`src/rtl/alu_result_stage.sv`:
```
// ALU result stage: 2-entry result FIFO toward writeback,
// architectural flag register and condition evaluation.
module alu_result_stage #(
  parameter int DEPTH = 2
) (
  input  logic        clk,
  input  logic        rst,
  input  logic        flush,
  input  logic        in_valid,
  output logic        in_ready,
  input  logic [4:0]  in_op,
  input  logic [31:0] in_res,
  input  logic        in_o,
  input  logic        in_s,
  input  logic        in_c,
  input  logic [3:0]  in_rd,
  input  logic        in_wen,
  output logic        out_valid,
  input  logic        out_ready,
  output logic [31:0] out_res,
  output logic [3:0]  out_rd,
  output logic        out_wen,
  output logic [3:0]  flags,
  input  logic [3:0]  cond,
  output logic        cond_true
);

  typedef struct packed {
    logic [31:0] res;
    logic [3:0]  rd;
    logic        wen;
  } ent_t;

  localparam logic [1:0] FULL = 2'(DEPTH);

  ent_t       head_q, head_d;
  ent_t       tail_q, tail_d;
  logic [1:0] cnt_q, cnt_d;
  logic [3:0] flg_q, flg_d;

  logic push, pop;
  logic z_new;
  logic is_arith, is_shift, is_logic;
  ent_t new_ent;

  // Handshakes: in_ready depends on registered count only.
  always_comb begin
    in_ready  = (cnt_q < FULL);
    out_valid = (cnt_q != 2'd0);
    push      = in_valid & in_ready;
    pop       = out_valid & out_ready;
  end

  // Incoming entry and opcode classification.
  always_comb begin
    new_ent.res = in_res;
    new_ent.rd  = in_rd;
    new_ent.wen = in_wen;
    z_new       = (in_res == 32'd0);
    is_logic    = in_op[4];
    is_shift    = (in_op == 5'b01000) ||
                  (in_op == 5'b01001);
    is_arith    = (in_op == 5'b00000) ||
                  (in_op == 5'b00001) ||
                  (in_op == 5'b00011) ||
                  (in_op == 5'b00100) ||
                  (in_op == 5'b00101) ||
                  (in_op == 5'b00110);
  end

  // FIFO next state; head always holds the oldest entry.
  always_comb begin
    cnt_d  = cnt_q;
    head_d = head_q;
    tail_d = tail_q;
    if (flush) begin
      cnt_d  = 2'd0;
      head_d = '0;
      tail_d = '0;
    end else if (push && pop) begin
      head_d = new_ent;
    end else if (push) begin
      if (cnt_q == 2'd0) head_d = new_ent;
      else               tail_d = new_ent;
      cnt_d = cnt_q + 2'd1;
    end else if (pop) begin
      head_d = tail_q;
      tail_d = '0;
      cnt_d  = cnt_q - 2'd1;
    end
  end

  // Flags {O,S,C,Z} follow accepted, non-flushed pushes.
  always_comb begin
    flg_d = flg_q;
    if (push && !flush) begin
      unique case (1'b1)
        is_arith: flg_d = {in_o, in_s, in_c, z_new};
        is_shift: flg_d = {1'b0, in_res[31], in_c, z_new};
        is_logic: flg_d = {flg_q[3], in_res[31],
                           flg_q[1], z_new};
        default:  flg_d = flg_q;
      endcase
    end
  end

  // State registers with synchronous reset.
  always_ff @(posedge clk) begin
    if (rst) begin
      cnt_q  <= 2'd0;
      head_q <= '0;
      tail_q <= '0;
      flg_q  <= 4'b0000;
    end else begin
      cnt_q  <= cnt_d;
      head_q <= head_d;
      tail_q <= tail_d;
      flg_q  <= flg_d;
    end
  end

  // Head fields, forced to zero when nothing is valid.
  always_comb begin
    out_res = out_valid ? head_q.res : 32'd0;
    out_rd  = out_valid ? head_q.rd  : 4'd0;
    out_wen = out_valid & head_q.wen;
    flags   = flg_q;
  end

  // Condition evaluation against registered flags.
  always_comb begin
    logic fo, fs, fc, fz;
    {fo, fs, fc, fz} = flg_q;
    cond_true = 1'b0;
    case (cond)
      4'd0:    cond_true = 1'b1;
      4'd1:    cond_true = fz;
      4'd2:    cond_true = !fz;
      4'd3:    cond_true = fc;
      4'd4:    cond_true = !fc;
      4'd5:    cond_true = fs;
      4'd6:    cond_true = !fs;
      4'd7:    cond_true = fo;
      4'd8:    cond_true = !fo;
      4'd9:    cond_true = (fs == fo);
      4'd10:   cond_true = (fs != fo);
      4'd11:   cond_true = !fz && (fs == fo);
      4'd12:   cond_true = fz || (fs != fo);
      default: cond_true = 1'b0;
    endcase
  end

endmodule

```
`config.mk`:
```
export PLATFORM = sky130hd
export DESIGN_NAME = alu_result_stage
export DESIGN_NICKNAME = d
export VERILOG_FILES = /design/src/rtl/alu_result_stage.sv
export SDC_FILE = /design/constraint.sdc
export NUM_CORES = 1
export LEC_CHECK = 0
export BUFFER_PORTS_ARGS = -buffer_cell sky130_fd_sc_hd__buf_2
export CAP_MARGIN = 10
export CORE_UTILIZATION = 45
export CTS_CLUSTER_SIZE = 16
export DETAILED_ROUTE_END_ITERATION = 8
export HOLD_SLACK_MARGIN = 0.03
export PLACE_DENSITY_LB_ADDON = 0.3
export SETUP_SLACK_MARGIN = 0.2
export SLEW_MARGIN = 5
export SYNTH_ARGS = -nofsm -noshare
export SYNTH_HDL_FRONTEND = slang
export SYNTH_SLANG_ARGS = --single-unit
```
`constraint.sdc`:
```
create_clock -name clk -period 2.35 [get_ports clk]
set_input_delay 0 -clock clk [delete_from_list [all_inputs] [get_ports clk]]
set_output_delay 0 -clock clk [all_outputs]
set_load 0.01 [all_outputs]
```
After elaboration in Yosys (flattened, before gate mapping)
Cells that the tools add are included.
{"block": "word_totals", "elab_cells": 83, "input_bits": 54, "reg_bits": 80}
{"block": "classes", "addsub": 2, "magnitude_cmp": 1, "muxes": 13, "reduce_logical": 30, "eq_ne": 23, "n_bitwise": 5}
{"op": "$mux W37", "count": 7}
{"op": "$logic_not A32 Y1", "count": 1}
{"op": "$mux W32", "count": 1}
{"op": "$eq A4 B4 Y1 const B", "count": 5}
{"op": "$eq A4 B3 Y1 const B", "count": 4}
{"op": "$eq A5 B3 Y1 const B", "count": 3}
{"op": "$pmux W1 S13", "count": 1}
{"op": "$pmux W4 S3", "count": 1}
{"op": "$eq A5 B4 Y1 const B", "count": 2}
{"op": "$eq A4 B2 Y1 const B", "count": 2}
{"op": "$logic_or A1 B1 Y1", "count": 7}
{"op": "$reduce_and A2 Y1", "count": 3}
{"op": "$reduce_and A3 Y1", "count": 2}
{"op": "$reduce_bool A2 Y1", "count": 3}
{"op": "$reduce_bool A3 Y1", "count": 2}
{"op": "$eq A5 B1 Y1 const B", "count": 1}
{"op": "$eq A5 B2 Y1 const B", "count": 1}
{"op": "$logic_not A1 Y1", "count": 5}
{"op": "$logic_not A5 Y1", "count": 1}
{"op": "$eq A4 B1 Y1 const B", "count": 1}
{"op": "$logic_not A4 Y1", "count": 1}
{"op": "$mux W2", "count": 2}
{"op": "$mux W4", "count": 1}
{"op": "$and A1 B1 Y1", "count": 3}
{"op": "11 further kinds", "count": 14}

Logic depth before layout (Yosys ltp)
Gate-level depths: netlist of run 1.
{"block": "logic_depth", "depth_word": 8, "ltp_mapped": 11}

Worst setup path before layout of run 1
No wires, ideal clock.
{"block": "synth_timing", "path_type": "reg-to-reg", "startpoint": "register cnt_q[1]", "endpoint": "register tail_q[27] in the netlist's numbering", "t_required_ns": 2.280, "setup_slack_ns": 0.221, "arrival_ns": 2.059, "path_stages_with_launch": 11, "cell_sequence": "dfxtp_1 -> inv_1 -> nand2_1 -> inv_1 -> buf_2 -> buf_1 -> ha_1 -> a211oi_2 -> buf_2 -> nand3_1 -> a21oi_1"}
{"block": "synth_via", "elab_chain_cells": 5, "word_cells_on_any_way": 11}
{"element": "from (decl)", "line_no": "38", "source": "logic [1:0] cnt_q, cnt_d;"}
{"element": "from (signal assigned)", "line_no": "115", "source": "cnt_q <= cnt_d;"}
{"element": "$lt A2 B2 Y1 (*)", "line_no": "48", "source": "in_ready = (cnt_q < FULL);"}
{"element": "via in_ready", "line_no": "10", "source": "output logic in_ready,"}
{"element": "$and A1 B1 Y1 (*)", "line_no": "50", "source": "push = in_valid & in_ready;"}
{"element": "parallel branches: the longest is 3 deep, another holds $reduce_and A3 Y1"}
{"element": "to (signal assigned)", "line_no": "117", "source": "tail_q <= tail_d;"}
{"element": "to (decl)", "line_no": "37", "source": "ent_t tail_q, tail_d;"}
Mark *: on every way through the listed nets, which the timed path passes.
A chain may end at the register's enable or synchronous reset.

Final worst setup path of run 1
{"block": "layout_timing", "startpoint": "register cnt_q[1]", "endpoint": "register flg_q[1], in the netlist flags[1]"}
{"block": "layout_via", "elab_chain_cells": 4}
{"element": "$lt A2 B2 Y1", "line_no": "48"}
{"element": "$and A1 B1 Y1", "line_no": "50"}
{"element": "$logic_and A1 B1 Y1", "line_no": "96", "source": "if (push && !flush) begin"}
{"element": "$reduce_and A3 Y1 (no source line)"}
{"element": "to (signal assigned)", "line_no": "118", "source": "flg_q <= flg_d;"}
{"element": "to (decl)", "line_no": "39", "source": "logic [3:0] flg_q, flg_d;"}
No other way between the ends.

==> results of run 1 <==
==> path summary, 6_finish.rpt <==
kind,from,endpoint,slack (ns),depth (start not counted)
worst min register to register,tail_q[27]$_SDFFE_PP0P_,tail_q[27]$_SDFFE_PP0P_,0.46,2
worst max register to register,cnt_q[1]$_SDFFE_PP0P_,flags[1]$_SDFFE_PP0P_,0.34,5
worst max-delay path,cnt_q[1]$_SDFFE_PP0P_,flags[1]$_SDFFE_PP0P_,0.34,5
worst min-delay path,in_op[4],flags[3]$_SDFFE_PP0P_,0.07,4
==> power breakdown <==
part / internal [µW] / switching [µW] / total, µW
logic: 251 / 401 / 652
clock network: 518 / 491 / 1010
registers: 1420 / 33.9 / 1450
total: 2190 / 926 / 3110
==> Yosys cell counts (all sizes together) <==
library cell and n:
a21oi 40, nor2 47, dfxtp 80, or2 1, a2111oi 1, nor4 7
nor3b 2, mux2i 5, o211a 2, nor2b 2, xor2 1, nand3 37
a311oi 38, xnor2 2, o41ai 1, clkbuf 22, nor3 2, o22ai 1
a211oi 1, o21a 1, inv 7, mux2 3, nand4bb 1, and2 37
o2111ai 1, or3 1, o21ai 7, o211ai 1, or3b 1, nand4 2
ha 2, nand2 116, buf 17, a21o 1
==> cells by family (layout without fill, tap and decap cells) <==
group                    Yosys count  count (layout)  share of synthesized area, %
AO/OA/AOI/OAI                     95              95                          18.1
XOR/XNOR                           3               3                         0.700
adder cells (fa/ha/maj)            2               2                         0.666
buffers and inverters             46             174                          4.90
flip-flops                        80              80                          42.6
multiplexers                       8               8                          2.23
AND/OR/NAND/NOR                  256             256                          30.8
==> final cells by class <==
class | count | share of cell area (%)
multi-input combinational | 364 | 40.1
sequential | 80 | 32.3
tap | 102 | 2.57
inverter | 7 | 0.529
timing repair buffer | 151 | 20.6
clock inverter | 5 | 1.13
clock buffer | 11 | 2.85
==> routing by layer <==
layer  track usage, %  up-vias  part of all wire [%]
met5                0        -                     0
met3             5.77       15                   5.8
met4             7.31        0                   1.6
met1             31.1     1790                    45
li1                 -     1940                     -
met2             39.5      108                    47
==> worst max-delay path: cells and delay by family, from the launching register on <==
kind	cells	cell delay [ns]
AND/OR/NAND/NOR	2	0.49
buffers and inverters	1	0.55
multiplexers	1	0.23
AO/OA/AOI/OAI	1	0.28
flip-flops	1	0.35
==> state kept, by name, summed over array words and instances, names as in the netlist <==
signal and count:
flags 4, cnt_q 2, head_q 37, tail_q 37
==> layout by cell type, fill, tap and decap left out, types with 3 or more instances in the layout <==
cell           instances
mux2i_1                5
dfxtp_1               80
and2_1                37
buf_2                 97
nand3_1               37
a21oi_1               40
nand2_1              116
inv_1                  6
mux2_2                 3
o21ai_0                5
buf_4                 10
nor2_1                47
dlygate4sd3_1         42
nor4_1                 7
clkbuf_8              10
a311oi_1              38
==> what timing repair did <==
| action | in CTS | in global routing |
|---|---|---|
| endpoints found under the hold margin | 77 | 0 |
| hold buffers | 42 | 0 |
| endpoints found under the setup margin | 0 | 1 |
| buffers inserted | 0 | 0 |
==> per-stage QoR <==
| step | total power (µW) | std cells | area, µm² | setup WS (ns) |
|---|---|---|---|---|
| 2_1_floorplan | 1850 | 490 | 3760 | 0.221 |
| 3_3_place_gp | 2060 | 662 | 4350 | 0.635 |
| 3_5_place_dp | 2080 | 662 | 4350 | 0.541 |
| 4_1_cts | 3120 | 720 | 4960 | 0.225 |
| 5_1_grt | 3260 | 720 | 4960 | 0.289 |
| 6_report | 3110 | 720 | 4960 | 0.341 |
==> reports/metrics.yaml, run 1 <==
synth_top_area_share_pct: 42.6
yosysTopAreaCell: "dfxtp_1"
final.setup_skew_ns: 0.00788
dr_total_vias: 3853
cts_tree: "done"
path_clk_slew_ns: 0.08
grt_max_degree: 75
wl_mm: 10.1
cts_buffer_depth: 2
avgSynthCellArea_um2: 7.67
period_share_pct: 85.5
final_nets: 669
cp.arrival_ns: 2.25
setup_viol: 0
area_growth_syn_to_layout_pct: 32.1
root_buffer: "clkbuf_8"
relSlewSlack_pct: 50.0
synth.distinct_cells: 37
yosysSeqAreaShare_pct: 42.6
drive_gt1_share_pct: 21.7
fillCellCount: 708
seq_area_um2: 1600
io_pins: 98
cp-end-kind: "register"
hold_violations: 0
dieArea_um2: 8720
grt_setup_unrepaired: "no"
die_x_um: 93.4
path_class: "register to register"
htreeDepth: 3
grt_usage_pct: 24.0
tightest_slew_ns: 0.750
viasPerCell: 5.35
portBuffers: 97
finalMaxSlewViolations: 0
cp-start-kind: "register"
p_leak_uw: 0.00201
ant_nets: 0
grt_pass1_vias: 3596
hpwl_mm: 6.41
ys_seq_elements: 80
multi_input_area_um2: 1990
crit_chain: "or3b_4 > a2111oi_4 > mux2i_1 > nor2_1 > dlygate4sd3_1"
crit_path_max_incr_delay_ns: 0.55
numCtsBuffers: 9
postCtsResizedCells: 0
core_um2: 7890
fin_util_pct: 62.9
drt_iter0_markers: 235
syn_inst: 490
grt_antenna_before_repair: 0
wl_per_cell_um: 14.0
dr.pass1.iters: 5
insertion_delay_ns: 0.35
yosys_warnings: 0
die_y_um: 93.4
fmax_mhz: 498
hold_path.class: "input pin to register"
cp_max_fo: 5
slowest_stage: "dlygate4sd3_1"
syn-num-nets: 546
gp_congestion: 0.840
synth_area_leaders: "dfxtp_1, nand2_1, a311oi_1"
finalCriticalPeriod_ns: 2.01
cap_violations: 0
vdd_ir_drop_max_v: 0.000333
status: "finished, final reports clean"
crit_required_ns: 2.59
hold_ws_ns: 0.0743
synth_area_um2: 3760
grt_first_pass_wirelength_mm: 16.6
fin_setup_tns_ns: 0
cts_num_sinks: 80
antenna_cells: 0
grt-ovfl-total: 0
power_density_nw_per_um2: 627
initial_core_util_pct: 47.6
row_count: 32
drc: 0
No activity file was read; power rests on OpenSTA's default activity.
==> run 2: changes to the inputs <==
- CORE_MARGIN: default -> 5
==> run 2 against run 1 <==
Largest power group unchanged. Combinational power shrank 1%. Largest cell class unchanged. Register-to-register slack is essentially flat. Die area grew 18%. Critical endpoint unchanged. Sequential cell count unchanged. Non-clock buffer count down 1. Design area shrank 0.10%.
==> reports/metrics.yaml, run 2 (synthesis gave the netlist of run 1 again) <==
path_class: "register to register"
period_share_pct: 84.9
finalPower_uw: 3060
top_usage_layer: "met2"
viasPerCell: 5.22
grt-ovfl-total: 0
drt_iter0_markers: 216
wl_mm: 10.0
hold_violations: 0
cts_num_sinks: 80
ant_nets: 0
finalMaxSlewViolations: 0
dr.pass1.iters: 4
cts_tree: "done"
grt_usage_pct: 20.1
fin_area_um2: 4960
r2r.worst_path.cells: 5
dr_total_vias: 3762
fillCellCount: 754
initial_core_util_pct: 45.9
io_pins: 98
worstHoldStart: "flush"
status: "finished, final reports clean"
p_seq_share_pct: 47.3
gp_congestion: 0.834
grt_use_met3_pct: 4.68
placed_area_um2: 4350
p_sw_uw: 902
grt_max_degree: 75
cp_max_fo: 5
layout_common_cells: "nand2_1, buf_2, dfxtp_1, nor2_1, dlygate4sd3_1"
cp.arrival_ns: 2.23
crit_required_ns: 2.59
use_met1_pct: 25.2
fin_setup_tns_ns: 0
grt_setup_unrepaired: "no"
root_buffer: "clkbuf_8"
crit_path_start: "cnt_q[1]$_SDFFE_PP0P_"
pwr-share-clk_pct: 31.7
htreeDepth: 3
fmax_mhz: 501
r2r-start: "cnt_q[1]$_SDFFE_PP0P_"
grt.met2_usage_pct: 33.8
final.setup_skew_ns: 0.00696
critical_path.endpoint: "flags[1]$_SDFFE_PP0P_"
tightest_slew_ns: 0.730
cp-end-kind: "register"
die_x_um: 101
relSlewSlack_pct: 51.4
portBuffers: 97
die_y_um: 101
pre_cts_slack_ns: 0.363
multi_input_area_um2: 2000
p_leak_uw: 0.00201
finalCriticalPeriod_ns: 2.00
p_sw_share_pct: 29.5
setup_viol: 0
drc: 0
r2r_end: "flags[1]$_SDFFE_PP0P_"
final_nets: 668
seq_area_um2: 1600
insertion_delay_ns: 0.35
grt_antenna_before_repair: 0
numCtsBuffers: 9
cts_buffer_depth: 2
row_count: 33
combPwrFrac_pct: 21.0
grt_first_pass_wirelength_mm: 16.6
grt_pass1_vias: 3500
hold_path.class: "input pin to register"
wl_per_cell_um: 13.9
drive_gt1_share_pct: 21.8
antenna_cells: 0
hpwl_mm: 6.76
power_density_nw_per_um2: 617
core_um2: 8180
path_clk_slew_ns: 0.07
intPower_uw: 2160
setup_ws_ns: 0.355
final_common_cell: "nand2_1"
regToRegSetupSlack_ns: 0.35
area_growth_syn_to_layout_pct: 32.0
dieArea_um2: 10300
whs_path_depth: 3
cp-start-kind: "register"
cap_violations: 0
vdd_ir_drop_max_v: 0.000405
run 2: worst min path at each step:
stage | slack (ns) | to
3_3_place_gp | 0.25 | flags[1]$_SDFFE_PP0P_
2_1_floorplan | 0.07 | flags[1]$_SDFFE_PP0P_
4_1_cts | 0.04 | flags[2]$_SDFFE_PP0P_
5_1_grt | 0.05 | flags[2]$_SDFFE_PP0P_
6_report | 0.05 | flags[2]$_SDFFE_PP0P_
3_5_place_dp | 0.27 | flags[1]$_SDFFE_PP0P_
run 2: final cells by class:
type,instances,area share (%)
Inverter,7,0.530
Clock buffer,13,3.61
Clock inverter,2,0.252
Multi-Input combinational cell,364,40.3
Sequential cell,80,32.3
Timing Repair Buffer,150,20.4
Tap cell,105,2.65
run 2: layer usage:
layer	wire, µm	part of all wire [%]	up-vias
met3	636	6.3	11
met2	4920	49	107
met1	4350	43	1709
li1	-	-	1935
met4	144	1.4	0
met5	0	0	-
run 2: stage by stage:
stage                     std cells  util (%)  hold slack, ns
after floorplan                 490         -          0.0724
after global placement          665      53.2           0.252
after detailed placement        665      53.2           0.266
after CTS                       721      60.6          0.0362
after global routing            721      60.7          0.0503
final                           721      60.7          0.0482
run 2: worst max-delay path, cell delays in order, from the launching register on:
cell and delay [ns]:
dfxtp_1 0.34, or3b_4 0.45, a2111oi_4 0.27, mux2i_1 0.23, nor2_1 0.05, dlygate4sd3_1 0.54
run 2: what timing repair did:
item | 4_1_cts | 5_1_grt
hold buffers | 41 | 0
setup endpoints to repair | 0 | 18
endpoints found under the hold margin | 77 | 0
buffers inserted | 0 | 0
gates resized for setup | 0 | 1
run 2: power by group through the flow:
| stage | clock, µW | sequential [µW] | combinational (µW) |
|---|---|---|---|
| 2_1_floorplan | 0 | 1470 | 381 |
| 3_3_place_gp | 0 | 1480 | 577 |
| 3_5_place_dp | 0 | 1480 | 588 |
| 4_1_cts | 991 | 1450 | 641 |
| 5_1_grt | 1060 | 1460 | 719 |
| 6_report | 970 | 1450 | 643 |
==> run 3: changes to the inputs <==
- ABC_AREA: default -> 1
- clock period: 2.35 -> 1.75 ns (I/O delays scaled with it)
==> run 3 against run 2 <==
Total power rose by 53%. Area after synthesis rose by 1.7%. Critical endpoint is now tail_q[14]$_SDFFE_PP0P_. Synthesized cell count rose by 13%. Highest routed layer unchanged. Clock skew fell by 0.00060 ns. Largest power group unchanged. Largest cell class unchanged. Sequential power rose by 39%. Non-clock buffer count rose by 16. Fmax rose by 24%. Global-route usage rose by 0.76 points. Cell count rose by 12%.
==> reports/metrics.yaml, run 3 <==
yosysSeqAreaShare_pct: 41.9
combPwrFrac_pct: 26.1
tightest_slew_ns: 0.462
die_x_um: 102
synth_area_leaders: "dfxtp_1, nand2_1, inv_1"
fillCellCount: 707
p_sw_uw: 1360
hold_violations: 0
status: "finished, final reports clean"
cap_violations: 0
synth_edf_count: 0
placed_area_um2: 4350
numCtsBuffers: 9
crit_required_ns: 2.01
hold_path.class: "input pin to register"
initial_core_util_pct: 46.2
ant_nets: 0
finalPower_uw: 4680
row_count: 33
area_growth_syn_to_layout_pct: 44.4
yosys_warnings: 0
period_share_pct: 91.9
grt-ovfl-total: 0
async_flop_share_pct: 0
synth_ff_type: "dfxtp_1"
wl_per_cell_um: 14.0
syn-num-nets: 611
finalMaxSlewViolations: 0
ys_seq_elements: 80
p_sw_share_pct: 29.2
synth_area_um2: 3820
p_seq_share_pct: 43.0
cts_buffer_depth: 2
io_pins: 98
grt_setup_unrepaired: "yes"
p_leak_uw: 0.00235
cp_max_fo: 6
die_y_um: 102
hpwl_mm: 6.68
final.setup_skew_ns: 0.00636
synth.distinct_cells: 26
vdd_ir_drop_max_v: 0.000506
setup_ws_ns: 0.142
grt_antenna_before_repair: 0
drive_gt1_share_pct: 28.1
dr.pass1.iters: 5
drc: 0
cp-end-kind: "register"
intPower_uw: 3320
power_density_nw_per_um2: 849
cts_num_sinks: 80
synth_common_cells: "nand2_1, dfxtp_1, inv_1"
synth_most_common_cell: "nand2_1"
grt_max_degree: 43
dieArea_um2: 10400
final_common_cell: "nand2_1"
core_um2: 8260
portBuffers: 97
cp.arrival_ns: 1.87
hold_ws_ns: 0.0947
grt_pass1_vias: 3921
wl_mm: 11.3
path_clk_slew_ns: 0.07
cp-start-kind: "register"
yosysTopAreaCell: "dfxtp_1"
path_class: "register to register"
final_nets: 753
viasPerCell: 5.06
drt_iter0_markers: 210
relSlewSlack_pct: 69.2
layout_common_cells: "nand2_1, buf_2, dfxtp_1, inv_1, nor2_1"
syn_inst: 555
pwr-share-clk_pct: 31.0
cts_tree: "done"
pre_cts_slack_ns: 0.0388
gp_congestion: 0.811
antenna_cells: 0
insertion_delay_ns: 0.34
grt_first_pass_wirelength_mm: 17.2
fin_area_um2: 5510
dr_total_vias: 4076
grt_usage_pct: 20.8
finalCriticalPeriod_ns: 1.61
root_buffer: "clkbuf_8"
synth_top_area_share_pct: 41.9
setup_viol: 0
fmax_mhz: 622
fin_setup_tns_ns: 0
htreeDepth: 3
avgSynthCellArea_um2: 6.88
## run 3: changes by cell type in the layout (fill, tap and decap cells not counted), sizes merged, moves of 7 or more
cell	delta
o21ai	+75
inv	+66
a311oi	-38
a31oi	+37
and2	-35
nand3	-33
nor2	+20
buf	+13
nor4	-7
## run 3: timing repair
action,in CTS,in global routing
hold endpoints to repair,78,0
hold buffers,42,0
setup buffers,8,1
gates resized for setup,21,67
pin swaps,6,7
endpoints found under the setup margin,70,67
gates cloned,5,2
## run 3: power groups by stage
stage	registers (µW)	clock network (µW)	logic [µW]
floorplan	2030	0	597
global placement	2030	0	792
detailed placement	2040	0	810
CTS	2000	1480	1080
global route	2030	1550	1330
finish	2010	1450	1220
## run 3: per-stage QoR
stage,utilization [%],cells
global route,66.8,805
detailed placement,52.6,733
global placement,52.6,733
floorplan,-,555
finish,66.8,805
CTS,63.4,802
## run 3: cell type report
class | instances | area (µm²) | share of cell area [%]
Sequential cell | 80 | 1610 | 29.1
Timing Repair Buffer | 166 | 1330 | 24.2
Tap cell | 105 | 131 | 2.38
Multi-Input combinational cell | 365 | 1930 | 35.1
Clock buffer | 11 | 141 | 2.56
Clock inverter | 3 | 67.6 | 1.23
Inverter | 75 | 299 | 5.42
## run 3: path summary, 6_finish.rpt
kind	from	end	slack, ns	cells past startpoint
max	cnt_q[1]$_SDFFE_PP0P_	tail_q[14]$_SDFFE_PP0P_	0.14	11
min	flush	flags[2]$_SDFFE_PP0P_	0.09	6
max reg2reg	cnt_q[1]$_SDFFE_PP0P_	tail_q[14]$_SDFFE_PP0P_	0.14	11
min reg2reg	tail_q[29]$_SDFFE_PP0P_	head_q[29]$_SDFFE_PP0P_	0.48	2
## run 3: layer usage
metal,track usage (%),up-vias,part of all wire (%),wire length (µm)
met2,38.1,104,52,5890
met1,23.9,1873,40,4570
met4,9.28,0,2.6,289
met5,0,-,0,0
met3,3.00,24,4.8,536
li1,-,2075,-,-
## run 3: critical path, stage by stage (launching register included)
cell      delay [ns]
dfxtp_2         0.35
clkinv_4        0.09
nand2_4         0.09
nand2_4         0.07
ha_4            0.16
nor2_2          0.12
nand2_2         0.08
clkinv_4        0.07
buf_6           0.12
buf_12          0.12
o21ai_1         0.07
a21oi_1         0.18
## run 3: cells by family (layout without fill, tap and decap cells)
kind of cell | Yosys count | after routing | synth area share [%]
DFF | 80 | 80 | 41.9
buffers and inverters | 110 | 255 | 13.6
adders and majority gates | 2 | 2 | 0.655
xor gates and xnor gates | 1 | 1 | 0.229
AOI/OAI and AO/OA | 166 | 166 | 23.1
and+or+nand+nor | 196 | 196 | 20.5
